`config.mk`:
```
export PLATFORM = sky130hd
export DESIGN_NAME = dram_port_arbiter_flat
export DESIGN_NICKNAME = d
export VERILOG_FILES = /design/src/rtl/dram_port_arbiter_if.sv /design/src/rtl/dram_port_arbiter.sv /design/src/flat_wrapper.sv
export SDC_FILE = /design/constraint.sdc
export NUM_CORES = 1
export LEC_CHECK = 0
export CAP_MARGIN = 20
export CORE_ASPECT_RATIO = 0.6
export CORE_MARGIN = 3
export CORE_UTILIZATION = 48
export CTS_BUF_LIST = sky130_fd_sc_hd__clkbuf_8
export CTS_CLUSTER_SIZE = 10
export DETAILED_ROUTE_END_ITERATION = 12
export PLACE_DENSITY_LB_ADDON = 0.2
export SLEW_MARGIN = 15
export SYNTH_ARGS = -nofsm -noshare
export SYNTH_HDL_FRONTEND = slang
export SYNTH_SLANG_ARGS = --single-unit
```
`constraint.sdc`:
```
create_clock -name clk -period 2.7 [get_ports clk]
set_input_delay 0.27 -clock clk [delete_from_list [all_inputs] [get_ports clk]]
set_output_delay 0.27 -clock clk [all_outputs]
set_load 0.05 [all_outputs]
```
`src/rtl/dram_port_arbiter_if.sv`:
```
// dram_port_arbiter_if
//   Bundles the requester-side handshake and the DRAM-side bus of the
//   DRAM port arbiter.
//
//   Handshake semantics: a requester raises rd_req / wr_req and holds its
//   base address stable until it sees the matching one-cycle grant pulse.
//   During a write burst the requester drives one beat on wr_data per cycle.
//   wr_data_ack high means that beat is consumed this cycle, so the next
//   beat goes on the bus in the following cycle. Read data is qualified by
//   rd_data_valid. There is no back-pressure from the DRAM side.
//
//   Modports:
//     slave  - the arbiter: takes requests, drives grants and the DRAM bus
//     master - the requester/memory side view (inverse directions)
interface dram_port_arbiter_if #(
    parameter int ADDR_W = 10,
    parameter int DATA_W = 64
);
    logic              rd_req;
    logic [ADDR_W-1:0] rd_addr;
    logic              wr_req;
    logic [ADDR_W-1:0] wr_addr;
    logic [DATA_W-1:0] wr_data;
    logic              rd_grant;
    logic              wr_grant;
    logic              wr_data_ack;
    logic              rd_data_valid;
    logic              mem_ren;
    logic              mem_wen;
    logic [ADDR_W-1:0] mem_raddr;
    logic [ADDR_W-1:0] mem_waddr;
    logic [DATA_W-1:0] mem_wdata;
    logic              busy;

    modport slave (
        input  rd_req, rd_addr, wr_req, wr_addr, wr_data,
        output rd_grant, wr_grant, wr_data_ack, rd_data_valid,
               mem_ren, mem_wen, mem_raddr, mem_waddr, mem_wdata, busy
    );

    modport master (
        output rd_req, rd_addr, wr_req, wr_addr, wr_data,
        input  rd_grant, wr_grant, wr_data_ack, rd_data_valid,
               mem_ren, mem_wen, mem_raddr, mem_waddr, mem_wdata, busy
    );
endinterface

```
`src/rtl/dram_port_arbiter.sv`:
```
// dram_port_arbiter
//   Arbitrates a single DRAM port between a read requester (ifmap FIFO fill)
//   and a write requester (pooled-result drain). Each grant runs one burst
//   of BURST_LEN beats at consecutive (wrapping) word addresses, then the
//   FSM returns to IDLE for at least one cycle. Simultaneous requests are
//   resolved round-robin using last_wr.
//
//   Ports:
//     clk       - single clock, rising edge
//     rst       - asynchronous active-low reset
//     bus       - dram_port_arbiter_if.slave (requests, grants, DRAM bus)
//     state_dbg - current FSM state (0 IDLE, 1 READ, 2 WRITE)
module dram_port_arbiter #(
    parameter int BURST_LEN = 4,
    parameter int ADDR_W    = 10,
    parameter int DATA_W    = 64
) (
    input  logic                 clk,
    input  logic                 rst,
    dram_port_arbiter_if.slave   bus,
    output logic [1:0]           state_dbg
);

    typedef enum logic [1:0] {
        IDLE  = 2'd0,
        READ  = 2'd1,
        WRITE = 2'd2
    } state_t;

    // 4 bits covers the full legal burst range of 1..16 beats.
    localparam logic [3:0] LAST_BEAT = 4'(BURST_LEN - 1);

    state_t            state;
    logic [3:0]        beat;
    logic              last_wr;
    logic [ADDR_W-1:0] cur_addr;

    always_ff @(posedge clk or negedge rst) begin
        if (!rst) begin
            state             <= IDLE;
            beat              <= '0;
            last_wr           <= 1'b1;
            cur_addr          <= '0;
            bus.rd_grant      <= 1'b0;
            bus.wr_grant      <= 1'b0;
            bus.rd_data_valid <= 1'b0;
            bus.mem_ren       <= 1'b0;
            bus.mem_wen       <= 1'b0;
            bus.mem_raddr     <= '0;
            bus.mem_waddr     <= '0;
            bus.mem_wdata     <= '0;
        end else begin
            // Pulses default low; addresses/data hold their last value.
            bus.rd_grant      <= 1'b0;
            bus.wr_grant      <= 1'b0;
            bus.mem_ren       <= 1'b0;
            bus.mem_wen       <= 1'b0;
            // DRAM read latency is one cycle.
            bus.rd_data_valid <= bus.mem_ren;

            case (state)
                IDLE: begin
                    // With both pending, read wins only if write went last.
                    if (bus.rd_req && (!bus.wr_req || last_wr)) begin
                        state        <= READ;
                        bus.rd_grant <= 1'b1;
                        last_wr      <= 1'b0;
                        cur_addr     <= bus.rd_addr;
                        beat         <= '0;
                    end else if (bus.wr_req) begin
                        state        <= WRITE;
                        bus.wr_grant <= 1'b1;
                        last_wr      <= 1'b1;
                        cur_addr     <= bus.wr_addr;
                        beat         <= '0;
                    end
                end

                READ: begin
                    bus.mem_ren   <= 1'b1;
                    bus.mem_raddr <= cur_addr;
                    // Natural ADDR_W-bit overflow gives the required wrap.
                    cur_addr      <= cur_addr + ADDR_W'(1);
                    if (beat == LAST_BEAT) begin
                        state <= IDLE;
                        beat  <= '0;
                    end else begin
                        beat  <= beat + 4'd1;
                    end
                end

                WRITE: begin
                    bus.mem_wen   <= 1'b1;
                    bus.mem_waddr <= cur_addr;
                    bus.mem_wdata <= bus.wr_data;
                    cur_addr      <= cur_addr + ADDR_W'(1);
                    if (beat == LAST_BEAT) begin
                        state <= IDLE;
                        beat  <= '0;
                    end else begin
                        beat  <= beat + 4'd1;
                    end
                end

                default: begin
                    state <= IDLE;
                    beat  <= '0;
                end
            endcase
        end
    end

    // Combinational so the requester can advance its beat every WRITE cycle;
    // it drops with the asynchronous reset because state does.
    assign bus.wr_data_ack = (state == WRITE);
    assign bus.busy        = (state != IDLE);
    assign state_dbg       = state;

endmodule

```
`src/flat_wrapper.sv`:
```
// flat-port wrapper written by rule: the top's interface ports become plain ports
module dram_port_arbiter_flat 
#(
    parameter int BURST_LEN = 4,
    parameter int ADDR_W    = 10,
    parameter int DATA_W    = 64
)
  (clk, rst, state_dbg, bus_rd_req, bus_rd_addr, bus_wr_req, bus_wr_addr, bus_wr_data, bus_rd_grant, bus_wr_grant, bus_wr_data_ack, bus_rd_data_valid, bus_mem_ren, bus_mem_wen, bus_mem_raddr, bus_mem_waddr, bus_mem_wdata, bus_busy);
  dram_port_arbiter_if #(.ADDR_W(ADDR_W), .DATA_W(DATA_W)) bus_i ();
  input  logic clk;
  input  logic rst;
  output logic [1:0] state_dbg;
  input wire logic [$bits(bus_i.rd_req)-1:0] bus_rd_req;
  input wire logic [$bits(bus_i.rd_addr)-1:0] bus_rd_addr;
  input wire logic [$bits(bus_i.wr_req)-1:0] bus_wr_req;
  input wire logic [$bits(bus_i.wr_addr)-1:0] bus_wr_addr;
  input wire logic [$bits(bus_i.wr_data)-1:0] bus_wr_data;
  output wire logic [$bits(bus_i.rd_grant)-1:0] bus_rd_grant;
  output wire logic [$bits(bus_i.wr_grant)-1:0] bus_wr_grant;
  output wire logic [$bits(bus_i.wr_data_ack)-1:0] bus_wr_data_ack;
  output wire logic [$bits(bus_i.rd_data_valid)-1:0] bus_rd_data_valid;
  output wire logic [$bits(bus_i.mem_ren)-1:0] bus_mem_ren;
  output wire logic [$bits(bus_i.mem_wen)-1:0] bus_mem_wen;
  output wire logic [$bits(bus_i.mem_raddr)-1:0] bus_mem_raddr;
  output wire logic [$bits(bus_i.mem_waddr)-1:0] bus_mem_waddr;
  output wire logic [$bits(bus_i.mem_wdata)-1:0] bus_mem_wdata;
  output wire logic [$bits(bus_i.busy)-1:0] bus_busy;
  assign bus_i.rd_req = bus_rd_req;
  assign bus_i.rd_addr = bus_rd_addr;
  assign bus_i.wr_req = bus_wr_req;
  assign bus_i.wr_addr = bus_wr_addr;
  assign bus_i.wr_data = bus_wr_data;
  assign bus_rd_grant = bus_i.rd_grant;
  assign bus_wr_grant = bus_i.wr_grant;
  assign bus_wr_data_ack = bus_i.wr_data_ack;
  assign bus_rd_data_valid = bus_i.rd_data_valid;
  assign bus_mem_ren = bus_i.mem_ren;
  assign bus_mem_wen = bus_i.mem_wen;
  assign bus_mem_raddr = bus_i.mem_raddr;
  assign bus_mem_waddr = bus_i.mem_waddr;
  assign bus_mem_wdata = bus_i.mem_wdata;
  assign bus_busy = bus_i.busy;
  dram_port_arbiter #(.BURST_LEN(BURST_LEN), .ADDR_W(ADDR_W), .DATA_W(DATA_W)) u_core (.clk(clk), .rst(rst), .bus(bus_i), .state_dbg(state_dbg));
endmodule
```
==> reports/results.ini, run 1 <==
[final_layout]
diodes=0
drive_gt1_share_pct=24.35
syn2layout_area_growth_pct=47.79
multiInputGateArea_um2=1709
n_fill_cell=587
final_cells=609
seq_area_um2=2654
final_net_count=588
final_common_cell=clkdlybuf4s50_1
fin_area_um2=6605
final_cell_mix=clkdlybuf4s50_1, dfrtp_1, mux2_2

[route]
first_pass_iters=4
drcViolationCount=0
drtIter0Drc=159
viasPerCell=5.263
drt-total-wl_mm=11.33
ant_nets=0
wl_per_cell_um=18.60
via_count=3205

[sta]
finalSetupViolCount=0
slew_headroom_pct=58.71
fin_ws_ns=0.3094
rsz0062_at_grt=false
finalClockSkew_ns=0.007466
finalCritPeriodShare_pct=88.54
period_needed_ns=2.391
tns_ns=0
clock.fmax_mhz=418.3
worstMarginPinSlew_ns=0.6194
final_max_slew_viol_count=0
hold_violations=0

[die]
dieWidth_um=130.6
dieArea_um2=10540
io_pins=181
die_y_um=80.75
initial_core_util_pct=50.88
core_um2=8783
rows=26

[place]
routabilityCongestion=0.8376
hpwl_mm=8.423
dp.cells=594
place_area_um2=6389
place_ws_ns=0.5109
port-buffer-count=180

[synth]
syn_area_um2=4469
yosysWarnings=0
synth_edf_count=0
ys_async_sr_fraction_pct=100.0
avgSynthCellArea_um2=14.23
synthCells=314
ys_ff_latch=106
syn-num-nets=408
synth_flop_cell=dfrtp_1
synth_cell_types=46
yosysSeqAreaShare_pct=59.38

[critical_path]
crit_path_frequent_cell=inv_1
critPathLaunchType=flip-flop
path_max_fanout=6
path_cells=inv_1 -> ha_1 -> inv_1 -> clkdlybuf4s50_1
max_stage_delay_ns=0.81
reg2reg_depth=6
cp.depth=4
path_buf_inv=3
required_ns=2.43
critPathSlowestCell=clkdlybuf4s50_1
path_class=flip-flop to output port
crit_path_end_kind=output port
critPathTopFamily=buffers and inverters
cp.arrival_ns=2.12

[global_routing]
grt_antenna_before_repair=0
grt_pass1_vias=3263
grt_max_degree=47
grt_usage_pct=21.70
grt_pass1_wl_mm=17.37
gr-total-overflow=0

[clock_tree]
postCtsSetupBuffers=0
h-tree-depth=3
cts_root_buffer=clkbuf_8
cts_tree=yes
clockBufferDepth=2
numCtsBuffers=9
clk_pin_slew_ns=0.09
clkLatencyLatePin_ns=0.35
clock_sinks=106

[status]
status=complete, no violations

[hold_path]
hp-class=flip-flop to flip-flop
hold_depth=0

[flow_run]
cap_violations=0

[final timing paths]
check,startpoint,slack [ns],to
worst max-delay path,u_core.state_dbg[1],0.31,bus_busy
worst min-delay path,u_core.bus.mem_ren,0.41,u_core.bus.rd_data_valid
worst max register to register,u_core.state_dbg[1],0.58,u_core.cur_addr[8]
worst min register to register,u_core.bus.mem_ren,0.41,u_core.bus.rd_data_valid
max in group asynchronous,rst,1.52,u_core.bus.mem_wdata[10]
min in group asynchronous,rst,0.46,u_core.bus.mem_waddr[2]
[per-layer routing]
metal / part of all wire [%] / global-route usage, % / up-vias
met3: 11 / 9.790 / 11
met4: 0.92 / 5.236 / 0
met2: 44 / 31.59 / 132
li1: - / - / 1497
met1: 44 / 29.95 / 1565
met5: 0 / 0 / -
[stage by stage]
step / util [%] / hold slack, ns
finish: 75.20 / 0.4087
global route: 75.20 / 0.4161
CTS: 75.20 / 0.4108
detailed placement: 72.74 / 0.3152
global placement: 72.74 / 0.3058
floorplan: - / -0.02559
[state kept, by name, summed over array words and instances, names as in the netlist]
signal                    cells
u_core.bus.mem_raddr         10
u_core.bus.wr_grant           1
u_core.last_wr                1
u_core.bus.mem_wdata         64
u_core.bus.mem_ren            1
u_core.bus.mem_wen            1
u_core.bus.mem_waddr         10
u_core.bus.rd_data_valid      1
u_core.bus.rd_grant           1
u_core.cur_addr              10
u_core.beat                   4
u_core.state_dbg              2
[cells by family after synthesis]
kind of cell | share of synthesized area (%)
buffers and inverters | 2.659
AND/OR/NAND/NOR | 6.103
multiplexers | 22.73
adder cells (fa/ha/maj) | 1.680
flip-flops | 59.38
AO/OA/AOI/OAI | 7.447
[layout make-up]
class / count / share of cell area [%]
Inverter: 7 / 0.3978
Sequential cell: 106 / 40.18
Tap cell: 112 / 2.122
Multi-Input combinational cell: 184 / 25.88
Clock buffer: 10 / 2.084
Clock inverter: 4 / 1.042
Timing Repair Buffer: 186 / 28.30
[synth_stat cells (3+ instances only)]
master | count | area share (%)
and3_1 | 6 | 0.84
buf_2 | 11 | 1.2
ha_1 | 6 | 1.7
a221oi_2 | 6 | 2.0
inv_1 | 7 | 0.59
o21ai_0 | 7 | 0.78
clkbuf_1 | 3 | 0.25
a21oi_1 | 3 | 0.34
nand2_1 | 12 | 1.0
nand3_1 | 5 | 0.56
mux2i_1 | 7 | 1.6
mux2_2 | 84 | 21
nor2_1 | 9 | 0.76
nand4_1 | 3 | 0.42
dfrtp_1 | 105 | 59
[timing repair]
| action | CTS | global route |
|---|---|---|
| gates resized for setup | 0 | 0 |
| hold buffers | 1 | 0 |
| endpoints found under the hold margin | 44 | 0 |
Power of run 1 is not shown: default switching activity piles up to over one toggle a cycle in this logic, so the estimate is an artifact.
==> run 2, diff against run 1 <==
CORE_UTILIZATION = 40   (was 48)
HOLD_SLACK_MARGIN = 0.03   (was unset)
clock period = 2.1 ns   (was 2.7 ns; I/O delays follow)
==> reports/results.ini, run 2 (synthesis results as in run 1) <==
[clock_tree]
cts_root_buffer=clkbuf_8
clockBufferDepth=2
cts_tree=yes
postCtsSetupBuffers=0
clkLatencyLatePin_ns=0.36
clk_pin_slew_ns=0.10
h-tree-depth=3
clock_sinks=106
numCtsBuffers=9

[place]
routabilityCongestion=0.8563
dp.cells=625
place_ws_ns=0.1264
port-buffer-count=180
hpwl_mm=8.328

[die]
rows=29
io_pins=181
dieWidth_um=142.5
die_y_um=87.88
core_um2=10740
initial_core_util_pct=41.61
dieArea_um2=12520

[global_routing]
grt_pass1_wl_mm=17.76
grt_usage_pct=18.41
grt_max_degree=107
grt_antenna_before_repair=0
gr-total-overflow=0
grt_pass1_vias=3320

[critical_path]
crit_path_end_kind=flip-flop
reg2reg_depth=6
max_stage_delay_ns=0.49
rrSetupSlack_ns=0.15
r2r-start=u_core.state_dbg[1]
path_class=flip-flop to flip-flop
path_buf_inv=1
rr_endpoint=u_core.cur_addr[8]
required_ns=2.33
path_cells=inv_1 -> ha_1 -> or3b_1 -> nand2_8 -> a2111oi_1 -> a221oi_2
critPathTopFamily=compound AO/OA/AOI/OAI gates
cp.arrival_ns=2.18
path_max_fanout=9
critPathLaunchType=flip-flop
critPathSlowestCell=a2111oi_1

[final_layout]
drive_gt1_share_pct=25.65
regMostFlops=u_core.bus.mem_wdata
final_cells=642
final_common_cell=clkdlybuf4s50_1
final_net_count=592
final_cell_mix=clkdlybuf4s50_1, dfrtp_1, mux2_2
diodes=0
syn2layout_area_growth_pct=49.66
largest_reg_flops=64

[sta]
finalClockSkew_ns=0.007283
finalCritPeriodShare_pct=92.96
rsz0062_at_grt=false
period_needed_ns=1.952
finalSetupViolCount=0
final_max_slew_viol_count=0
hold_ws_ns=0.3991
fin_ws_ns=0.1479
clock.fmax_mhz=512.3
slew_headroom_pct=59.79
worstMarginPinSlew_ns=0.6031
hold_violations=0

[route]
wl_per_cell_um=17.62
via_count=3233
ant_nets=0
drt-total-wl_mm=11.31
drcViolationCount=0
viasPerCell=5.036
first_pass_iters=4
drtIter0Drc=223

[hold_path]
min_from=u_core.bus.mem_ren
whs_endpoint=u_core.bus.rd_data_valid
hold_depth=0
hp-class=flip-flop to flip-flop

[status]
status=complete, no violations

[flow_run]
cap_violations=0

[run 2: cell type report]
class,count,area [um^2]
Timing Repair Buffer,190,1909
Clock inverter,4,50.05
Multi-Input combinational cell,184,1709
Fill cell,826,4051
Tap cell,139,173.9
Clock buffer,12,165.2
Sequential cell,106,2655
Inverter,7,26.28
[run 2: how the worst max path moves through the flow]
| stage | cells past startpoint | from | slack (ns) | endpoint |
|---|---|---|---|---|
| floorplan | 7 | u_core.state_dbg[0] | -0.01 | u_core.cur_addr[8] |
| global placement | 5 | bus_rd_req | 0.22 | u_core.cur_addr[8] |
| detailed placement | 5 | bus_rd_req | 0.13 | u_core.cur_addr[8] |
| CTS | 5 | u_core.state_dbg[1] | 0.12 | u_core.beat[3] |
| global route | 6 | u_core.state_dbg[1] | 0.02 | u_core.cur_addr[3] |
| finish | 6 | u_core.state_dbg[1] | 0.15 | u_core.cur_addr[8] |
[run 2: stage by stage]
step                      utilization [%]   TNS, ns  area (um^2)
after global routing                62.28         0         6689
final                               62.28         0         6689
after floorplan                         -  -0.01347         4483
after CTS                           62.28         0         6689
after detailed placement            60.18         0         6464
after global placement              60.18         0         6464
[run 2: timing repair]
item                                   4_1_cts  5_1_grt
endpoints found under the hold margin      105        0
hold buffers                                 1        0
gates resized for setup                      0        1
setup endpoints to repair                    0        2
[run 2: metal layers]
metal,up-vias,track usage (%),routed length [um]
met5,-,0,0
met2,155,27.13,4902
li1,1505,-,-
met1,1563,24.31,4784
met4,0,4.400,96
met3,10,9.547,1529
Power of run 2 is left out for the same reason.
